### src/rtl/punc_fetch_pkg.sv
// Shared types for the PUNC instruction fetch unit: FSM state encoding,
// instruction queue entry layout and the default reset fetch address.
package punc_fetch_pkg;

    typedef enum logic [1:0] {
        ST_IDLE     = 2'd0,
        ST_WAIT_ACK = 2'd1,
        ST_DRAIN    = 2'd2,
        ST_HALTED   = 2'd3
    } fetch_state_e;

    typedef struct packed {
        logic [15:0] instr;
        logic [15:0] pc_plus1;
    } fetch_entry_t;

    localparam logic [15:0] RESET_PC_DEFAULT = 16'h0000;

endpackage

### src/rtl/fetch_queue.sv
// Shift-register instruction queue; entry 0 is always the registered head so
// the consumer sees a stable instruction that holds its value once drained.
module fetch_queue
    import punc_fetch_pkg::*;
#(
    parameter  int DEPTH = 2,
    localparam int CW    = $clog2(DEPTH + 1)
) (
    input  logic          clk,
    input  logic          rst,
    input  logic          push,
    input  fetch_entry_t  din,
    input  logic          pop,
    input  logic          flush,
    output fetch_entry_t  head,
    output logic [CW-1:0] count
);

    fetch_entry_t  entries [DEPTH];
    logic          pop_ok;
    logic          push_ok;
    logic [CW-1:0] wr_idx;

    assign pop_ok  = pop && (count != '0);
    assign push_ok = push && ((int'(count) < DEPTH) || pop_ok);
    // A simultaneous pop frees the tail slot, so the write lands one lower.
    assign wr_idx  = count - CW'(pop_ok);

    always_ff @(posedge clk or posedge rst) begin
        if (rst) begin
            count <= '0;
            for (int i = 0; i < DEPTH; i++) entries[i] <= '0;
        end else if (flush) begin
            count <= '0;
        end else begin
            for (int i = 0; i < DEPTH - 1; i++)
                if (pop_ok && (i + 1 < int'(count))) entries[i] <= entries[i+1];
            for (int i = 0; i < DEPTH; i++)
                if (push_ok && (i == int'(wr_idx))) entries[i] <= din;
            count <= count + CW'(push_ok) - CW'(pop_ok);
        end
    end

    assign head = entries[0];

endmodule

### src/rtl/punc_fetch_unit.sv
// PUNC instruction fetch unit: single-outstanding memory reader feeding a small
// instruction queue. Define FETCH_PERF_CNT_EN to add push/flush perf counters.
module punc_fetch_unit
    import punc_fetch_pkg::*;
#(
    parameter logic [15:0] RESET_PC = RESET_PC_DEFAULT,
    parameter int          DEPTH    = 2
) (
    input  logic        clk,
    input  logic        rst,
    output logic        mem_req,
    output logic [15:0] mem_addr,
    input  logic        mem_ack,
    input  logic [15:0] mem_rdata,
    input  logic        redirect,
    input  logic [15:0] redirect_pc,
    input  logic        halt,
    output logic        ir_valid,
    output logic [15:0] ir,
    output logic [15:0] ir_pc,
    input  logic        ir_ready
`ifdef FETCH_PERF_CNT_EN
    ,
    output logic [15:0] perf_fetch_cnt,
    output logic [15:0] perf_flush_cnt
`endif
);

    localparam int CW = $clog2(DEPTH + 1);

    fetch_state_e  state, state_nxt;
    logic [15:0]   fetch_pc;
    logic [CW-1:0] q_count;
    fetch_entry_t  head;
    fetch_entry_t  push_entry;
    logic          push, pop, has_room;

    assign mem_req  = (state == ST_WAIT_ACK);
    assign mem_addr = fetch_pc;

    // Redirect wins over both ends of the queue: the returning word is stale.
    assign push       = (state == ST_WAIT_ACK) && mem_ack && !redirect;
    assign pop        = ir_valid && ir_ready;
    assign has_room   = (int'(q_count) < DEPTH) || pop;
    assign push_entry = '{instr: mem_rdata, pc_plus1: fetch_pc + 16'd1};

    fetch_queue #(.DEPTH(DEPTH)) u_queue (
        .clk   (clk),
        .rst   (rst),
        .push  (push),
        .din   (push_entry),
        .pop   (pop),
        .flush (redirect),
        .head  (head),
        .count (q_count)
    );

    assign ir_valid = (q_count != '0);
    assign ir       = head.instr;
    assign ir_pc    = head.pc_plus1;

    always_comb begin
        state_nxt = state;
        case (state)
            ST_IDLE: begin
                if (redirect)      state_nxt = ST_IDLE;
                else if (halt)     state_nxt = ST_HALTED;
                else if (has_room) state_nxt = ST_WAIT_ACK;
            end
            ST_WAIT_ACK: begin
                if (mem_ack)       state_nxt = (halt && !redirect) ? ST_HALTED : ST_IDLE;
                else if (redirect) state_nxt = ST_DRAIN;
            end
            // The abandoned request still owes one ack; swallow it here.
            ST_DRAIN:  if (mem_ack)  state_nxt = ST_IDLE;
            ST_HALTED: if (redirect) state_nxt = ST_IDLE;
            default:                 state_nxt = ST_IDLE;
        endcase
    end

    always_ff @(posedge clk or posedge rst) begin
        if (rst) begin
            state    <= ST_IDLE;
            fetch_pc <= RESET_PC;
        end else begin
            state <= state_nxt;
            if (redirect)  fetch_pc <= redirect_pc;
            else if (push) fetch_pc <= fetch_pc + 16'd1;
        end
    end

`ifdef FETCH_PERF_CNT_EN
    always_ff @(posedge clk or posedge rst) begin
        if (rst) begin
            perf_fetch_cnt <= '0;
            perf_flush_cnt <= '0;
        end else begin
            if (push && perf_fetch_cnt != 16'hFFFF)     perf_fetch_cnt <= perf_fetch_cnt + 16'd1;
            if (redirect && perf_flush_cnt != 16'hFFFF) perf_flush_cnt <= perf_flush_cnt + 16'd1;
        end
    end
`endif

endmodule

### config.mk
export PLATFORM = sky130hd
export DESIGN_NAME = punc_fetch_unit
export DESIGN_NICKNAME = d
export VERILOG_FILES = /design/src/rtl/punc_fetch_pkg.sv /design/src/rtl/fetch_queue.sv /design/src/rtl/punc_fetch_unit.sv
export SDC_FILE = /design/constraint.sdc
export NUM_CORES = 1
export LEC_CHECK = 0
export ABC_CLOCK_PERIOD_IN_PS = 3300
export BUFFER_PORTS_ARGS = -buffer_cell sky130_fd_sc_hd__buf_4
export CORE_MARGIN = 3
export CORE_UTILIZATION = 40
export CTS_CLUSTER_SIZE = 12
export DETAILED_ROUTE_END_ITERATION = 16
export PLACE_DENSITY = 0.64
export SYNTH_ARGS = -nofsm -noshare
export SYNTH_HDL_FRONTEND = slang
export SYNTH_HIERARCHICAL = 1
export SYNTH_SLANG_ARGS = --single-unit
export TNS_END_PERCENT = 30
### constraint.sdc
create_clock -name clk -period 3.3 [get_ports clk]
set_input_delay 0.165 -clock clk [delete_from_list [all_inputs] [get_ports clk]]
set_output_delay 0.165 -clock clk [all_outputs]
set_load 0.005 [all_outputs]
==> results of run 1 <==
[sequential cells by signal (all words and copies together), names as in the netlist]
signal	count
u_queue/count	2
u_queue/entries	32
u_queue/head	32
mem_addr	16
state	2
[through the flow]
step / hold WS, ps / utilization / cell area (um2) / std cells / power (uW)
6_report: 39.6 / 0.492 / 5450 / 645 / 3490
5_1_grt: 48.7 / 0.492 / 5450 / 645 / 3690
4_1_cts: 30.9 / 0.492 / 5450 / 645 / 3530
3_5_place_dp: 330 / 0.462 / 5110 / 628 / 2420
3_3_place_gp: 325 / 0.462 / 5110 / 628 / 2390
2_1_floorplan: 104 / - / 4650 / 463 / 2160
[how the worst min path moves through the flow]
stage	from	to	slack (ps)	cells past startpoint
after floorplan	rst	mem_addr[0]$_DFFE_PP0P_	100	1
after detailed placement	rst	u_queue/entries[1]$_DFFE_PP0P_	330	2
after global placement	rst	u_queue/entries[1]$_DFFE_PP0P_	320	2
final	redirect_pc[5]	mem_addr[5]$_DFFE_PP0P_	40	3
after global routing	redirect_pc[8]	mem_addr[8]$_DFFE_PP0P_	50	3
after CTS	redirect_pc[5]	mem_addr[5]$_DFFE_PP0P_	30	3
[cells by family (layout without fill, tap and decap cells)]
kind of cell,Yosys count,in the layout,share of synthesized area
buf+inv,79,121,0.101
mux,34,34,0.0818
flops,84,84,0.452
xor+xnor,26,26,0.0490
simple gates,113,113,0.156
fa+ha+maj,3,3,0.00807
compound gates,124,124,0.152
[synth_stat cells (all sizes together), types with 5 or more instances]
| library cell | count | area (um2) |
|---|---|---|
| a21oi | 35 | 186 |
| a31oi | 34 | 213 |
| buf | 44 | 337 |
| clkbuf | 25 | 93.8 |
| dfrtp | 84 | 2100 |
| inv | 10 | 37.5 |
| mux2 | 32 | 360 |
| nand2 | 22 | 82.6 |
| nand3 | 9 | 67.6 |
| nor2 | 16 | 60.1 |
| nor2b | 5 | 31.3 |
| nor3 | 5 | 30.0 |
| nor4 | 6 | 37.5 |
| o21ai | 47 | 235 |
| or3b | 34 | 300 |
| xnor2 | 21 | 184 |
| xor2 | 5 | 43.8 |
[layer usage]
metal  GRT usage  routed length, um  share of wire
met5           0                  0              0
met2       0.259               4940           0.48
met3      0.0302                510          0.049
met4      0.0586                174          0.017
met1       0.213               4720           0.46
[where the power goes]
part           total [uW]  internal [uW]  switching, uW
clock                1100            675            429
combinational         881            506            375
sequential           1500           1300            205
total                3490           2480           1010
[final cells by class]
type,instances,share of cell area
well taps,140,0.0321
clock buffers,9,0.0413
inverters,10,0.00688
multi-input cells,300,0.384
repair buffers,95,0.131
clock inverters,7,0.0193
flip-flops and latches,84,0.385
[tightest hold or removal path, cell delays in order]
cell	delay (ps)
buf_4	70
nand2_1	40
o21ai_0	50
[timing repair]
item / 4_1_cts / 5_1_grt
hold endpoints to repair: 49 / 0
gates resized for setup: 0 / 0
hold buffers: 1 / 0
==> impl_metrics.tcl, run 1 <==
set metrics [dict create \
    place_ws_ps 600 \
    track_usage 0.159 \
    cp.depth 5 \
    synth.distinct_cells 46 \
    cp_max_fo 32 \
    drv_cap 0 \
    io_pins 88 \
    synth-warning-count 6 \
    first_pass_iters 6 \
    die_x_um 114 \
    overflow 0 \
    grt_pass1_vias 3353 \
    syn-num-nets 504 \
    min_period_over_period 0.816 \
    drive_above_1_share 0.309 \
    skew_ps 10.3 \
    max_slew.worst_pin.slew_ps 1180 \
    viasPerCell 5.41 \
    final.min_clock_period_ps 2690 \
    die_h_um 114 \
    multi_input_area_um2 2090 \
    relSlewSlack 0.211 \
    max-vdd-ir-drop_mv 0.359 \
    grt_max_degree 65 \
    cts_tree "yes" \
    place_congestion 0.803 \
    antenna_found_initial 0 \
    design.core.area_um2 11100 \
    wire_per_inst_um 16.0 \
    drt-initial-drc-count 144 \
    fin_nets 541 \
    rsz0062_at_grt "false" \
    h-tree-depth 3 \
    crit_end "u_queue/head[26]$_DFFE_PP0P_" \
    r2r-end "u_queue/head[26]$_DFFE_PP0P_" \
    yosysSeqAreaShare 0.452 \
    async_flop_share 1.00 \
    syn_area_per_cell_um2 10.0 \
    fillCellCount 1002 \
    n_antenna_cell 0 \
    maxSlewViolCount 0 \
    crit_slowest_cell "and2_1" \
    rrSetupSlack_ps 610 \
    setup_tns_ps 0 \
    postCtsSetupRepairBufs 0 \
    setup_viol 0 \
    cp_slowest_stage_delay_ps 910 \
    register_area_um2 2100 \
    clock-sinks 84 \
    syn_area_um2 4650 \
    synth-seq-cells 84 \
    synth_edf_count 0 \
    critPathTopFamily "simple AND/OR/NAND/NOR gates" \
    io_buffers 87 \
    min_path_type "in -> reg" \
    clk_pin_slew_worst_paths_ps 70 \
    ys.flop_type "dfrtp_1" \
    p_leak_uw 0.00236 \
    layout_commonest_cell "buf_4" \
    cts_root_buf "clkbuf_16" \
    row_count 38 \
    status "finished, final reports clean" \
    worstSetupStartpoint "state[1]$_DFFE_PP0P_" \
    clk_latency_ps 330 \
    clock.fmax_ghz 0.371 \
    crit_buf_inv 0 \
    synthCells 463 \
    worstSetupEndpointType "register" \
    hold_viol 0 \
    remaining_drc_errors 0 \
    finalWirelength_mm 10.3 \
    grt_pass1_wl_mm 16.6 \
    reg2reg_from "state[1]$_DFFE_PP0P_" \
    syn_to_final_growth_pct 17.3 \
    power_density_nw_per_um2 639 \
    worstSetupPathType "reg -> reg" \
    dp.final_hpwl_mm 7.09 \
    vias 3490 \
    dieArea_um2 13000 \
    fin_ws_ps 606 \
    final_cell_mix "94 x buf_4, 84 x dfrtp_1, 45 x o21ai_0, 34 x a31oi_1, 34 x a21oi_1" \
    cp_data_required_time_ps 3450 \
    cp.arrival_ps 2840 \
    startpoint_type "register" \
    clock_path_buffers 2 \
    cp_cell_sequence "nand3b_2 -> nor2_1 -> o21ba_2 -> and2_1 -> a31oi_1" \
    worstRegToRegCells 5 \
    ant_nets 0 \
    initial_utilization 0.420 \
    cts_buffers 9 \
]
Note: power is estimated with default switching activity, not from simulation.
==> run 2: changes to the inputs <==
--- a/config.mk
+++ b/config.mk
@@ -5,7 +5,7 @@
 export SDC_FILE = /design/constraint.sdc
 export NUM_CORES = 1
 export LEC_CHECK = 0
-export ABC_CLOCK_PERIOD_IN_PS = 3300
+export ABC_CLOCK_PERIOD_IN_PS = 2600
 export BUFFER_PORTS_ARGS = -buffer_cell sky130_fd_sc_hd__buf_4
 export CORE_MARGIN = 3
 export CORE_UTILIZATION = 40
==> constraint.sdc (replaced) <==
create_clock -name clk -period 2.6 [get_ports clk]
set_input_delay 0.13 -clock clk [delete_from_list [all_inputs] [get_ports clk]]
set_output_delay 0.13 -clock clk [all_outputs]
set_load 0.005 [all_outputs]
==> run 2 against run 1 <==
Effect of this change: non-clock buffer count is 17 higher; design area grew 2.6%; combinational power up 31%; global-route usage rose by 1.2 points; cell count up 2.6%; register-to-register slack worse by 390 ps; count of clock-buffer cells in the layout increased by 1; sequential cell count is the same; sequential share of layout area shrank 0.99 points; setup slack worse by 390 ps; utilization up 1.3 points.
==> impl_metrics.tcl, run 2 (synthesis gave the netlist of run 1 again) <==
set metrics [dict create \
    status "finished, final reports clean" \
    drv_cap 0 \
    worstSetupStartpoint "u_queue/count[1]$_DFF_PP0_" \
    fin_area_um2 5600 \
    grt_max_degree 47 \
    clk_pin_slew_worst_paths_ps 60 \
    row_count 38 \
    startpoint_type "register" \
    ant_nets 0 \
    min_period_over_period 0.917 \
    syn_to_final_growth_pct 20.4 \
    place_congestion 0.812 \
    drt-initial-drc-count 141 \
    fillCellCount 1010 \
    clock.fmax_ghz 0.420 \
    final.min_clock_period_ps 2380 \
    viasPerCell 5.37 \
    n_antenna_cell 0 \
    drive_above_1_share 0.312 \
    p_seq_frac 0.431 \
    max_slew.worst_pin.slew_ps 719 \
    cts_root_buf "clkbuf_16" \
    cp_cell_sequence "or2_2 -> and2_1 -> or3b_4 -> a21oi_4 -> buf_4 -> mux2_2" \
    fin_nets 558 \
    dieArea_um2 13000 \
    crit_slowest_cell "dfrtp_1" \
    worstSetupPathType "reg -> reg" \
    grt_pass1_vias 3625 \
    crit_buf_inv 1 \
    crit_end "u_queue/entries[24]$_DFFE_PP0P_" \
    worstRegToRegCells 6 \
    die_h_um 114 \
    min_path_type "in -> reg" \
    rsz0062_at_grt "false" \
    reg2reg_from "u_queue/count[1]$_DFF_PP0_" \
    cp_data_required_time_ps 2830 \
    wire_per_inst_um 16.1 \
    critPathTopFamily "simple AND/OR/NAND/NOR gates" \
    clock_path_buffers 2 \
    vias 3555 \
    combPwrFrac 0.265 \
    cp.depth 6 \
    die_x_um 114 \
    r2r-end "u_queue/entries[24]$_DFFE_PP0P_" \
    first_pass_iters 4 \
    setup_viol 0 \
    finalWirelength_mm 10.7 \
    cts_resized 0 \
    clkPwrFrac 0.304 \
    layout_commonest_cell "buf_4" \
    io_buffers 87 \
    cp.arrival_ps 2610 \
    cp_max_fo 20 \
    power.internal_uw 3090 \
    design.core.area_um2 11100 \
    skew_ps 6.20 \
    hold_viol 0 \
    cp_slowest_stage_delay_ps 470 \
    switching_share 0.292 \
    initial_utilization 0.420 \
    rrSetupSlack_ps 220 \
    clk_latency_ps 340 \
    remaining_drc_errors 0 \
    dp.final_hpwl_mm 7.44 \
    fin_util 0.505 \
    grt_pass1_wl_mm 17.8 \
    h-tree-depth 3 \
    cts_buffers 9 \
    place_area_um2 5180 \
    worstSetupEndpointType "register" \
    overflow 0 \
    track_usage 0.171 \
    clock-sinks 84 \
    max-vdd-ir-drop_mv 0.417 \
    antenna_found_initial 0 \
    power_density_nw_per_um2 779 \
    relSlewSlack 0.520 \
    p_switching_uw 1270 \
    maxSlewViolCount 0 \
    cts_tree "yes" \
    p_leak_uw 0.00243 \
    setup_tns_ps 0 \
    io_pins 88 \
    final_cell_mix "100 x buf_4, 84 x dfrtp_1, 45 x o21ai_0, 34 x a31oi_1, 34 x a21oi_1" \
]
run 2: cell types whose count changed in the layout (fill, tap and decap cells not counted), sizes merged:
| cell | before | now |
|---|---|---|
| buf | 94 | 101 |
| bufinv | 2 | 1 |
| clkbuf | 9 | 10 |
| clkinv | 1 | 2 |
| clkinvlp | 1 | 0 |
| dlygate4sd3 | 1 | 11 |
run 2: worst reg2reg max path: stages, from the launching register on:
cell and delay (ps):
dfrtp_1 470, or2_2 340, and2_1 240, or3b_4 410
a21oi_4 140, buf_4 290, mux2_2 390
run 2: worst min path at each step:
stage	endpoint	from	cells after the start	slack, ps
after global placement	u_queue/entries[2]$_DFFE_PP0P_	rst	2	120
after floorplan	mem_addr[0]$_DFFE_PP0P_	rst	1	70
after detailed placement	u_queue/entries[2]$_DFFE_PP0P_	rst	2	130
final	mem_addr[7]$_DFFE_PP0P_	redirect_pc[7]	3	10
after global routing	u_queue/entries[16]$_DFFE_PP0P_	mem_rdata[0]	2	20
after CTS	mem_addr[10]$_DFFE_PP0P_	redirect_pc[10]	3	3
run 2: power groups by stage:
| stage | Clock (uW) | Sequential [uW] | Combinational (uW) |
|---|---|---|---|
| final | 1330 | 1880 | 1150 |
| after global routing | 1410 | 1930 | 1300 |
| after CTS | 1360 | 1890 | 1180 |
| after detailed placement | 0 | 1910 | 1170 |
| after global placement | 0 | 1900 | 1150 |
| after floorplan | 0 | 1820 | 923 |
run 2: layout make-up:
| class | instances | area, um2 | share of cell area |
|---|---|---|---|
| Tap cell | 140 | 175 | 0.0313 |
| Clock buffer | 10 | 239 | 0.0427 |
| Inverter | 10 | 37.5 | 0.00671 |
| Clock inverter | 6 | 70.1 | 0.0125 |
| Multi-Input combinational cell | 300 | 2090 | 0.374 |
| Timing Repair Buffer | 112 | 881 | 0.157 |
| Sequential cell | 84 | 2100 | 0.376 |
run 2: per-stage QoR:
step           instances  total power [uW]  setup slack (ps)  hold slack (ps)
2_1_floorplan        463              2740               458             68.6
3_3_place_gp         635              3040               304              122
3_5_place_dp         635              3070               226              127
4_1_cts              662              4420               216             2.87
5_1_grt              662              4640               100             19.1
6_report             662              4360               217             9.75
run 2: what timing repair did:
| item | in CTS | in global routing |
|---|---|---|
| hold buffers | 11 | 0 |
| setup endpoints to repair | 0 | 0 |
| endpoints found under the hold margin | 41 | 0 |
| buffers inserted | 0 | 0 |
run 2: layer usage:
layer | up-vias | share of wire | track usage | wire, um
li1 | 1731 | - | - | -
met1 | 1727 | 0.45 | 0.230 | 4810
met2 | 87 | 0.48 | 0.277 | 5130
met3 | 10 | 0.057 | 0.0414 | 603
met4 | 0 | 0.011 | 0.0499 | 116
met5 | - | 0 | 0 | 0
